[config.mk]
export PLATFORM = sky130hd
export DESIGN_NAME = multicycle_control
export DESIGN_NICKNAME = d
export VERILOG_FILES = /design/src/rtl/multicycle_control.sv
export SDC_FILE = /design/constraint.sdc
export NUM_CORES = 1
export LEC_CHECK = 0
export CORE_ASPECT_RATIO = 1.75
export CORE_UTILIZATION = 64
export DETAILED_ROUTE_END_ITERATION = 10
export DONT_BUFFER_PORTS = 1
export GPL_ROUTABILITY_DRIVEN = 0
export PLACE_DENSITY_LB_ADDON = 0.3
export SYNTH_ARGS = -nofsm -noshare
export SYNTH_HDL_FRONTEND = slang
export SYNTH_SLANG_ARGS = --single-unit
[constraint.sdc]
create_clock -name clk -period 2.7 [get_ports clk]
set_clock_uncertainty 0.05 [all_clocks]
set_input_delay 0.27 -clock clk [delete_from_list [all_inputs] [get_ports clk]]
set_output_delay 0.27 -clock clk [all_outputs]
set_load 0.1 [all_outputs]
[src/rtl/multicycle_control.sv]
// Multi-cycle RV32I main control FSM: sequences fetch/decode/execute/memory/writeback,
// stalls on a shared memory, counts retired instructions and traps illegal ops / bus timeouts.
module multicycle_control #(
  parameter int CNT_W       = 32,
  parameter int MEM_TIMEOUT = 16,
  parameter bit TRAP_EN     = 1'b1,
  parameter bit UPPER_EN    = 1'b1
) (
  input  logic             clk,
  input  logic             rst_n,
  input  logic [6:0]       opcode,
  input  logic             mem_ready,
  output logic             pc_write,
  output logic             adr_src,
  output logic             mem_read,
  output logic             mem_write,
  output logic             ir_write,
  output logic             branch,
  output logic             reg_write,
  output logic [1:0]       alu_src_a,
  output logic [1:0]       alu_src_b,
  output logic [1:0]       alu_op,
  output logic [1:0]       result_src,
  output logic             illegal,
  output logic             bus_err,
  output logic [CNT_W-1:0] instret,
  output logic [3:0]       state
);
  localparam int WAIT_W = (MEM_TIMEOUT > 1) ? $clog2(MEM_TIMEOUT) : 1;

  typedef enum logic [3:0] {
    S_FETCH    = 4'd0,
    S_DECODE   = 4'd1,
    S_MEMADR   = 4'd2,
    S_MEMREAD  = 4'd3,
    S_MEMWB    = 4'd4,
    S_MEMWRITE = 4'd5,
    S_EXECR    = 4'd6,
    S_EXECI    = 4'd7,
    S_ALUWB    = 4'd8,
    S_BRANCH   = 4'd9,
    S_JAL      = 4'd10,
    S_UPPER    = 4'd11,
    S_TRAP     = 4'd12
  } state_t;

  localparam logic [6:0] OP_LOAD   = 7'b0000011;
  localparam logic [6:0] OP_STORE  = 7'b0100011;
  localparam logic [6:0] OP_R      = 7'b0110011;
  localparam logic [6:0] OP_I      = 7'b0010011;
  localparam logic [6:0] OP_BRANCH = 7'b1100011;
  localparam logic [6:0] OP_JAL    = 7'b1101111;
  localparam logic [6:0] OP_LUI    = 7'b0110111;
  localparam logic [6:0] OP_AUIPC  = 7'b0010111;

  state_t            r_state;
  state_t            w_next;
  logic [WAIT_W-1:0] r_wait;
  logic [CNT_W-1:0]  r_instret;
  logic              r_illegal;
  logic              r_bus_err;
  logic              w_is_wait;
  logic              w_timeout;
  logic              w_retire;

  assign w_is_wait = (r_state == S_FETCH) || (r_state == S_MEMREAD) || (r_state == S_MEMWRITE);
  // The last permitted wait cycle times out unless mem_ready arrives in it.
  assign w_timeout = (MEM_TIMEOUT != 0) && w_is_wait && !mem_ready &&
                     (r_wait == WAIT_W'(MEM_TIMEOUT - 1));
  assign w_retire  = (w_next == S_FETCH) && (r_state != S_FETCH) && (r_state != S_TRAP);

  always_ff @(posedge clk or negedge rst_n) begin
    if (!rst_n) begin
      r_state   <= S_FETCH;
      r_wait    <= '0;
      r_instret <= '0;
      r_illegal <= 1'b0;
      r_bus_err <= 1'b0;
    end else begin
      r_state <= w_next;
      if (w_next != r_state) begin
        r_wait <= '0;
      end else if (w_is_wait && !mem_ready && (MEM_TIMEOUT != 0)) begin
        r_wait <= r_wait + WAIT_W'(1);
      end
      if (w_retire) begin
        r_instret <= r_instret + CNT_W'(1);
      end
      if ((w_next == S_TRAP) && (r_state != S_TRAP)) begin
        if (w_timeout) begin
          r_bus_err <= 1'b1;
        end else begin
          r_illegal <= 1'b1;
        end
      end
    end
  end

  always_comb begin
    w_next = S_FETCH;
    case (r_state)
      S_FETCH:    w_next = mem_ready ? S_DECODE : S_FETCH;
      S_DECODE: begin
        case (opcode)
          OP_LOAD, OP_STORE: w_next = S_MEMADR;
          OP_R:              w_next = S_EXECR;
          OP_I:              w_next = S_EXECI;
          OP_BRANCH:         w_next = S_BRANCH;
          OP_JAL:            w_next = S_JAL;
          OP_LUI, OP_AUIPC:  w_next = UPPER_EN ? S_UPPER : (TRAP_EN ? S_TRAP : S_FETCH);
          default:           w_next = TRAP_EN ? S_TRAP : S_FETCH;
        endcase
      end
      S_MEMADR:   w_next = (opcode == OP_LOAD) ? S_MEMREAD : S_MEMWRITE;
      S_MEMREAD:  w_next = mem_ready ? S_MEMWB : S_MEMREAD;
      S_MEMWB:    w_next = S_FETCH;
      S_MEMWRITE: w_next = mem_ready ? S_FETCH : S_MEMWRITE;
      S_EXECR:    w_next = S_ALUWB;
      S_EXECI:    w_next = S_ALUWB;
      S_ALUWB:    w_next = S_FETCH;
      S_BRANCH:   w_next = S_FETCH;
      S_JAL:      w_next = S_ALUWB;
      S_UPPER:    w_next = S_ALUWB;
      S_TRAP:     w_next = S_TRAP;
      default:    w_next = S_FETCH;
    endcase
    if (w_timeout) begin
      w_next = S_TRAP;
    end
  end

  // Control outputs are held low for as long as reset is asserted.
  always_comb begin
    pc_write   = 1'b0;
    adr_src    = 1'b0;
    mem_read   = 1'b0;
    mem_write  = 1'b0;
    ir_write   = 1'b0;
    branch     = 1'b0;
    reg_write  = 1'b0;
    alu_src_a  = 2'b00;
    alu_src_b  = 2'b00;
    alu_op     = 2'b00;
    result_src = 2'b00;
    if (rst_n) begin
      case (r_state)
        S_FETCH: begin
          mem_read   = 1'b1;
          alu_src_b  = 2'b10;
          result_src = 2'b10;
          ir_write   = mem_ready;
          pc_write   = mem_ready;
        end
        S_DECODE: begin
          alu_src_a = 2'b01;
          alu_src_b = 2'b01;
        end
        S_MEMADR: begin
          alu_src_a = 2'b10;
          alu_src_b = 2'b01;
        end
        S_MEMREAD: begin
          mem_read = 1'b1;
          adr_src  = 1'b1;
        end
        S_MEMWB: begin
          result_src = 2'b01;
          reg_write  = 1'b1;
        end
        S_MEMWRITE: begin
          mem_write = 1'b1;
          adr_src   = 1'b1;
        end
        S_EXECR: begin
          alu_src_a = 2'b10;
          alu_op    = 2'b10;
        end
        S_EXECI: begin
          alu_src_a = 2'b10;
          alu_src_b = 2'b01;
          alu_op    = 2'b10;
        end
        S_ALUWB: reg_write = 1'b1;
        S_BRANCH: begin
          alu_src_a = 2'b10;
          alu_op    = 2'b01;
          branch    = 1'b1;
        end
        S_JAL: begin
          alu_src_a = 2'b01;
          alu_src_b = 2'b10;
          pc_write  = 1'b1;
        end
        S_UPPER: begin
          alu_src_a = (opcode == OP_LUI) ? 2'b11 : 2'b01;
          alu_src_b = 2'b01;
        end
        default: ;
      endcase
    end
  end

  assign illegal = r_illegal;
  assign bus_err = r_bus_err;
  assign instret = r_instret;
  assign state   = r_state;

endmodule

# Word level (Yosys, flattened, before mapping)
# Index checks and enable logic that the tools add are counted.
[classes] add_sub_neg=2 muxes=32 eq_ne=24 bitwise_logic=1 reduce_logical=25
[op_table] cell="32-bit by 1-bit adder with 32-bit output (second input constant)" n=1
[op_table] cell="4-bit == test (second input constant)" n=7
[op_table] cell="4-bit one-hot mux with 7 select lines" n=1
[op_table] cell="4-bit one-hot mux with 6 select lines" n=1
[op_table] cell="7-bit by 6-bit == test with 1-bit output (second input constant)" n=3
[op_table] cell="4-bit by 3-bit == test with 1-bit output (second input constant)" n=4
[op_table] cell="2-bit OR reduction" n=8
[op_table] cell="7-bit by 5-bit == test with 1-bit output (second input constant)" n=2
[op_table] cell="7-bit == test (second input constant)" n=2
[op_table] cell="1-bit two-way mux" n=14
[op_table] cell="4-bit two-way mux" n=3
[op_table] cell="2-bit one-hot mux with 2 select lines" n=3
[op_table] cell="4-bit OR reduction" n=3
[op_table] cell="2-bit two-way mux" n=5
[op_table] cell="3-bit two-way mux" n=3
[op_table] cell="4-bit by 2-bit == test with 1-bit output (second input constant)" n=2
[op_table] cell="4-bit zero test" n=2
[op_table] cell="7-bit by 2-bit == test with 1-bit output (second input constant)" n=1
[op_table] cell="2-bit one-hot mux with 3 select lines" n=1
[op_table] cell="1-bit logical AND" n=5
[op_table] cell="4-bit by 1-bit adder with 4-bit output (second input constant)" n=1
[op_table] cell="4-bit by 1-bit == test with 1-bit output (second input constant)" n=1
[op_table] cell="4-bit inequality test" n=1
[op_table] cell="4-bit inequality test (second input constant)" n=1
[op_table] cell="7 further kinds" n=9
[totals] output_inout_bits=53 elab_cells=89 register_bits=42 inputBits=10

# Depth between registers and ports, before layout
[logic_depth] word_depth=9 mapped_depth=9 depth_no_buf=6

# Least setup slack after synthesis
# Ideal clock, no wire load.
[synth_path] kind="reg-to-output" from="register r_state[1] (netlist: state[1])" to="output alu_op[0]" path_stages_with_launch=5 required_time_ns=2.380 n_path_buf=3 setup_slack_ns=-1.927 arrival_time_ns=4.307 path_cell_list="dfrtp_1 -> buf_6 -> buf_2 -> buf_1 -> nor4_1"
[synth_between] elab_chain_len=4 elab_cells_between_ends=6 cone_classes="3 x eq/ne; 2 x mux; 1 x reduce/logical"
[synth_lines] element="start: declaration" line_no="56" rtl="state_t r_state;"
[synth_lines] element="start signal: assignment" line_no="80" rtl="r_state <= w_next;"
[synth_lines] element="4-bit by 3-bit == test with 1-bit output" line_no="146" rtl="case (r_state)"
[synth_lines] element="2-bit OR reduction (no source line)"
[synth_lines] element="2-bit one-hot mux with 2 select lines (*)" line_no="146"
[synth_lines] element="2-bit two-way mux (*)" line_no="145" rtl="if (rst_n) begin"
[synth_lines] element="end: declaration" line_no="22" rtl="output logic [1:0] alu_op,"
# Every way passes the cells marked *; elsewhere a longest branch is shown, timed or not.

# Final worst setup path
[layout_path] from="register r_state[3] (netlist: state[3])" to="register r_instret[31] (netlist: instret[31])"
[layout_between] elab_chain_len=9 elab_cells_between_ends=22 cone_classes="10 x eq/ne; 2 x mux; 10 x reduce/logical"
[layout_lines] element="branches (longest 8 deep; another with 4-bit one-hot mux with 7 select lines)"
[layout_lines] element="1-bit logical AND (*)" line_no="70" rtl="assign w_retire = (w_next == S_FETCH) && (r_state != S_FETCH) && (r_state != S_TRAP);"
[layout_lines] element="end signal: assignment" line_no="87" rtl="r_instret <= r_instret + CNT_W'(1);"
[layout_lines] element="end: declaration" line_no="59" rtl="logic [CNT_W-1:0] r_instret;"
# Every way passes the cells marked *.
# A chain may end at the register's enable or synchronous reset.

==> reports/results.tsv <==
stage	metric	value	unit
status	status	completed	
synth	ys_warn_count	0	
cts	cts_root_buf	clkbuf_8	
synth	syn-num-nets	311	
pwr	leakage	1.65	nW
synth	synthArstFlopShare	100	%
global_route	antenna_found_initial	0	
global_route	grt_pass1_vias	2609	
critical_path	arrival	2.70	ns
drt	final_antenna_net_count	0	
drt	vias	2609	
hold_path	holdCritPathClass	input pin to register	
die	die-area	4800	um^2
global_route	grt_pass1_wl	12100	um
die	floorplan.initialDensity	66.2	%
drt	drc	0	
global_route	grt_overflow	0	
synth	synthAdderAreaFrac	0.866	%
drt	met1_length	2610	um
die	chipWidth	52.8	um
pwr	power_density	969	nW/um^2
cts	cts_setup_buffers	0	
drt	drtPass1Iterations	4	
cts	cts_buffer_depth	2	
cts	cts.sinks	42	
synth	synthTopCellsByArea	dfrtp_1 36%, xor2_1 10%, nor4_2 8.7%	
layout	area_delta_synth_final	23.5	%
timing	relSlewSlack	38.6	%
drt	wl_met3	327	um
timing	drv_slew	0	
die	die_y	90.9	um
synth	synth_compound_area_share	9.18	%
synth	synth_area_leader_cell	dfrtp_1	
placement	placed_cell_area	3440	um^2
drt	drtIter0Drc	61	
timing	finalHoldViolCount	0	
critical_path	crit_type	register to register	
synth	ys.flop_type	dfrtp_1	
timing	period_minus_slack	2.60	ns
timing	fmax	385	MHz
synth	synth_cell_type_count	56	
cts	cts.reportedPaths.clkPinSlew	0.10	ns
synth	synth_top_area_share	36.4	%
synth	seq_area_frac_synth	36.4	%
critical_path	critPathRequiredTime	2.80	ns
die	rows	32	
drt	vias_per_cell	6.56	
cts	cts.htree.levels	2	
layout	final_nets	358	
critical_path	start_kind	register	
die	io_pins	63	
drt	top_layer	met4	
layout	seqCellArea	1060	um^2
synth	syn-mean-instance-area	9.66	um^2
timing	period_share	96.2	%
cts	clk-insertion-delay-late	0.30	ns
cts	cts_tree	done	
global_route	grt_usage	34.0	%
layout	multiInputGateArea	1770	um^2
synth	syn_area	2890	um^2
cts	cts_made_buffers	5	
layout	antennaDiodeCount	0	
pwr	vdd_ir_drop_max	0.803	mV
synth	synth-xor-area-share	11.5	%
timing	rsz0062_at_grt	no	
drt	routedWlPerCell	19.1	um
placement	port_buffers	0	
timing	worstMarginPinSlew	0.920	ns
drt	met2_length	4440	um
layout	n_fill_cell	277	
layout	final_util	81.8	%
synth	synth_edf_count	0	
layout	layout-drive-gt1-share	35.4	%
die	coreArea	4360	um^2
critical_path	end_kind	register	
drt	drt_wl_total	7610	um
layout	postLayoutCellArea	3570	um^2
run	maxCapViolCount	0	
synth	synth-seq-cells	42	
placement	hpwl	5470	um
critical_path	cp_max_fo	16	
timing	setup_viol	0	
global_route	grt_max_degree	43	
timing	fin_setup_tns	0	ns
synth	synthMuxAreaShare	0.866	%
synth	syn-instance-count	299	
synth	synth-simple-area-share	35.3	%
synth	synth_top_family_by_area	simple AND/OR/NAND/NOR gates	
cell usage in the layout, fill, tap and decap left out, types with 6 or more instances in the layout:
cell and instances:
and3_1 10, buf_12 7, buf_4 53, dfrtp_1 35, dfrtp_2 7, inv_1 7
nand2_1 22, nand3_1 20, nand4_1 6, nor2_1 11, nor3_1 13, nor4_2 20
o21ai_0 9, xor2_1 33
kinds of logic after synthesis:
kind of cell | count (synthesis)
buf+inv | 29
mux | 2
fa+ha+maj | 2
simple gates | 152
compound gates | 34
flops | 42
xor+xnor | 38
final cells by class:
class	instances	share of cell area, %
sequential	42	29.7
inverter	8	0.842
clock inverter	3	0.701
multi-input combinational	228	49.7
clock buffer	5	1.93
tap	51	1.79
timing repair buffer	61	15.4
cells in the mapped netlist, drive strengths merged (3+ instances only):
cell	instances
nor3	17
inv	8
and2	7
a21oi	5
nor3b	3
nor4b	3
nand4	7
nand2	22
nor4	23
xnor2	5
and3	11
o211ai	3
nand3	21
a211oi	3
nand2b	5
dfrtp	42
clkbuf	5
or3	4
nor2b	4
buf	16
o21ai	9
nor2	16
xor2	33
worst max-delay path, stage by stage, from the launching register on:
cell and delay (ns):
dfrtp_2 0.55, nor4b_2 0.49, or4b_1 0.50, o211ai_2 0.11, a311o_4 0.34, buf_12 0.19, nor4_2 0.06, xor2_1 0.15
flip-flops by register name, summed over array words and instances (netlist names):
name     flops
instret     32
r_wait       4
state        4
bus_err      1
illegal      1
metal layers:
layer  up-vias  global-route usage (%)
met5         -                       0
li1       1179                       -
met2        90                    63.3
met4         0                    13.6
met1      1320                    35.0
met3        20                    5.89
metrics by stage:
stage               setup slack (ns)  power [W]  hold WS, ns  cells
floorplan                     0.0137    0.00254      -0.0756    299
global placement               0.184    0.00296      -0.0747    388
detailed placement             0.143    0.00300      -0.0741    388
CTS                            0.127    0.00344        0.177    398
global route                  0.0148    0.00359        0.201    398
finish                         0.103    0.00346        0.167    398
power by group:
group / leakage [nW] / total [W] / internal (W) / switching (W)
logic: 1.06 / 0.00217 / 0.000626 / 0.00154
clock network: 0.0447 / 0.000426 / 0.000187 / 0.000239
registers: 0.551 / 0.000865 / 0.000697 / 0.000167
worst paths after layout:
check,startpoint,to,slack (ns),cells past startpoint
hold / removal,opcode[2],state[3],0.17,2
setup / recovery,state[3],instret[31],0.10,7
hold reg to reg,instret[1],instret[1],0.53,1
max in group asynchronous,rst_n,state[1],1.98,2
min in group asynchronous,rst_n,instret[14],0.40,2
setup reg to reg,state[3],instret[31],0.10,7
timing repair:
action,CTS,global route
gates resized for setup,0,1
endpoints found under the hold margin,42,0
hold buffers,2,0
endpoints found under the setup margin,0,4
No activity file was read; power rests on OpenSTA's default activity.
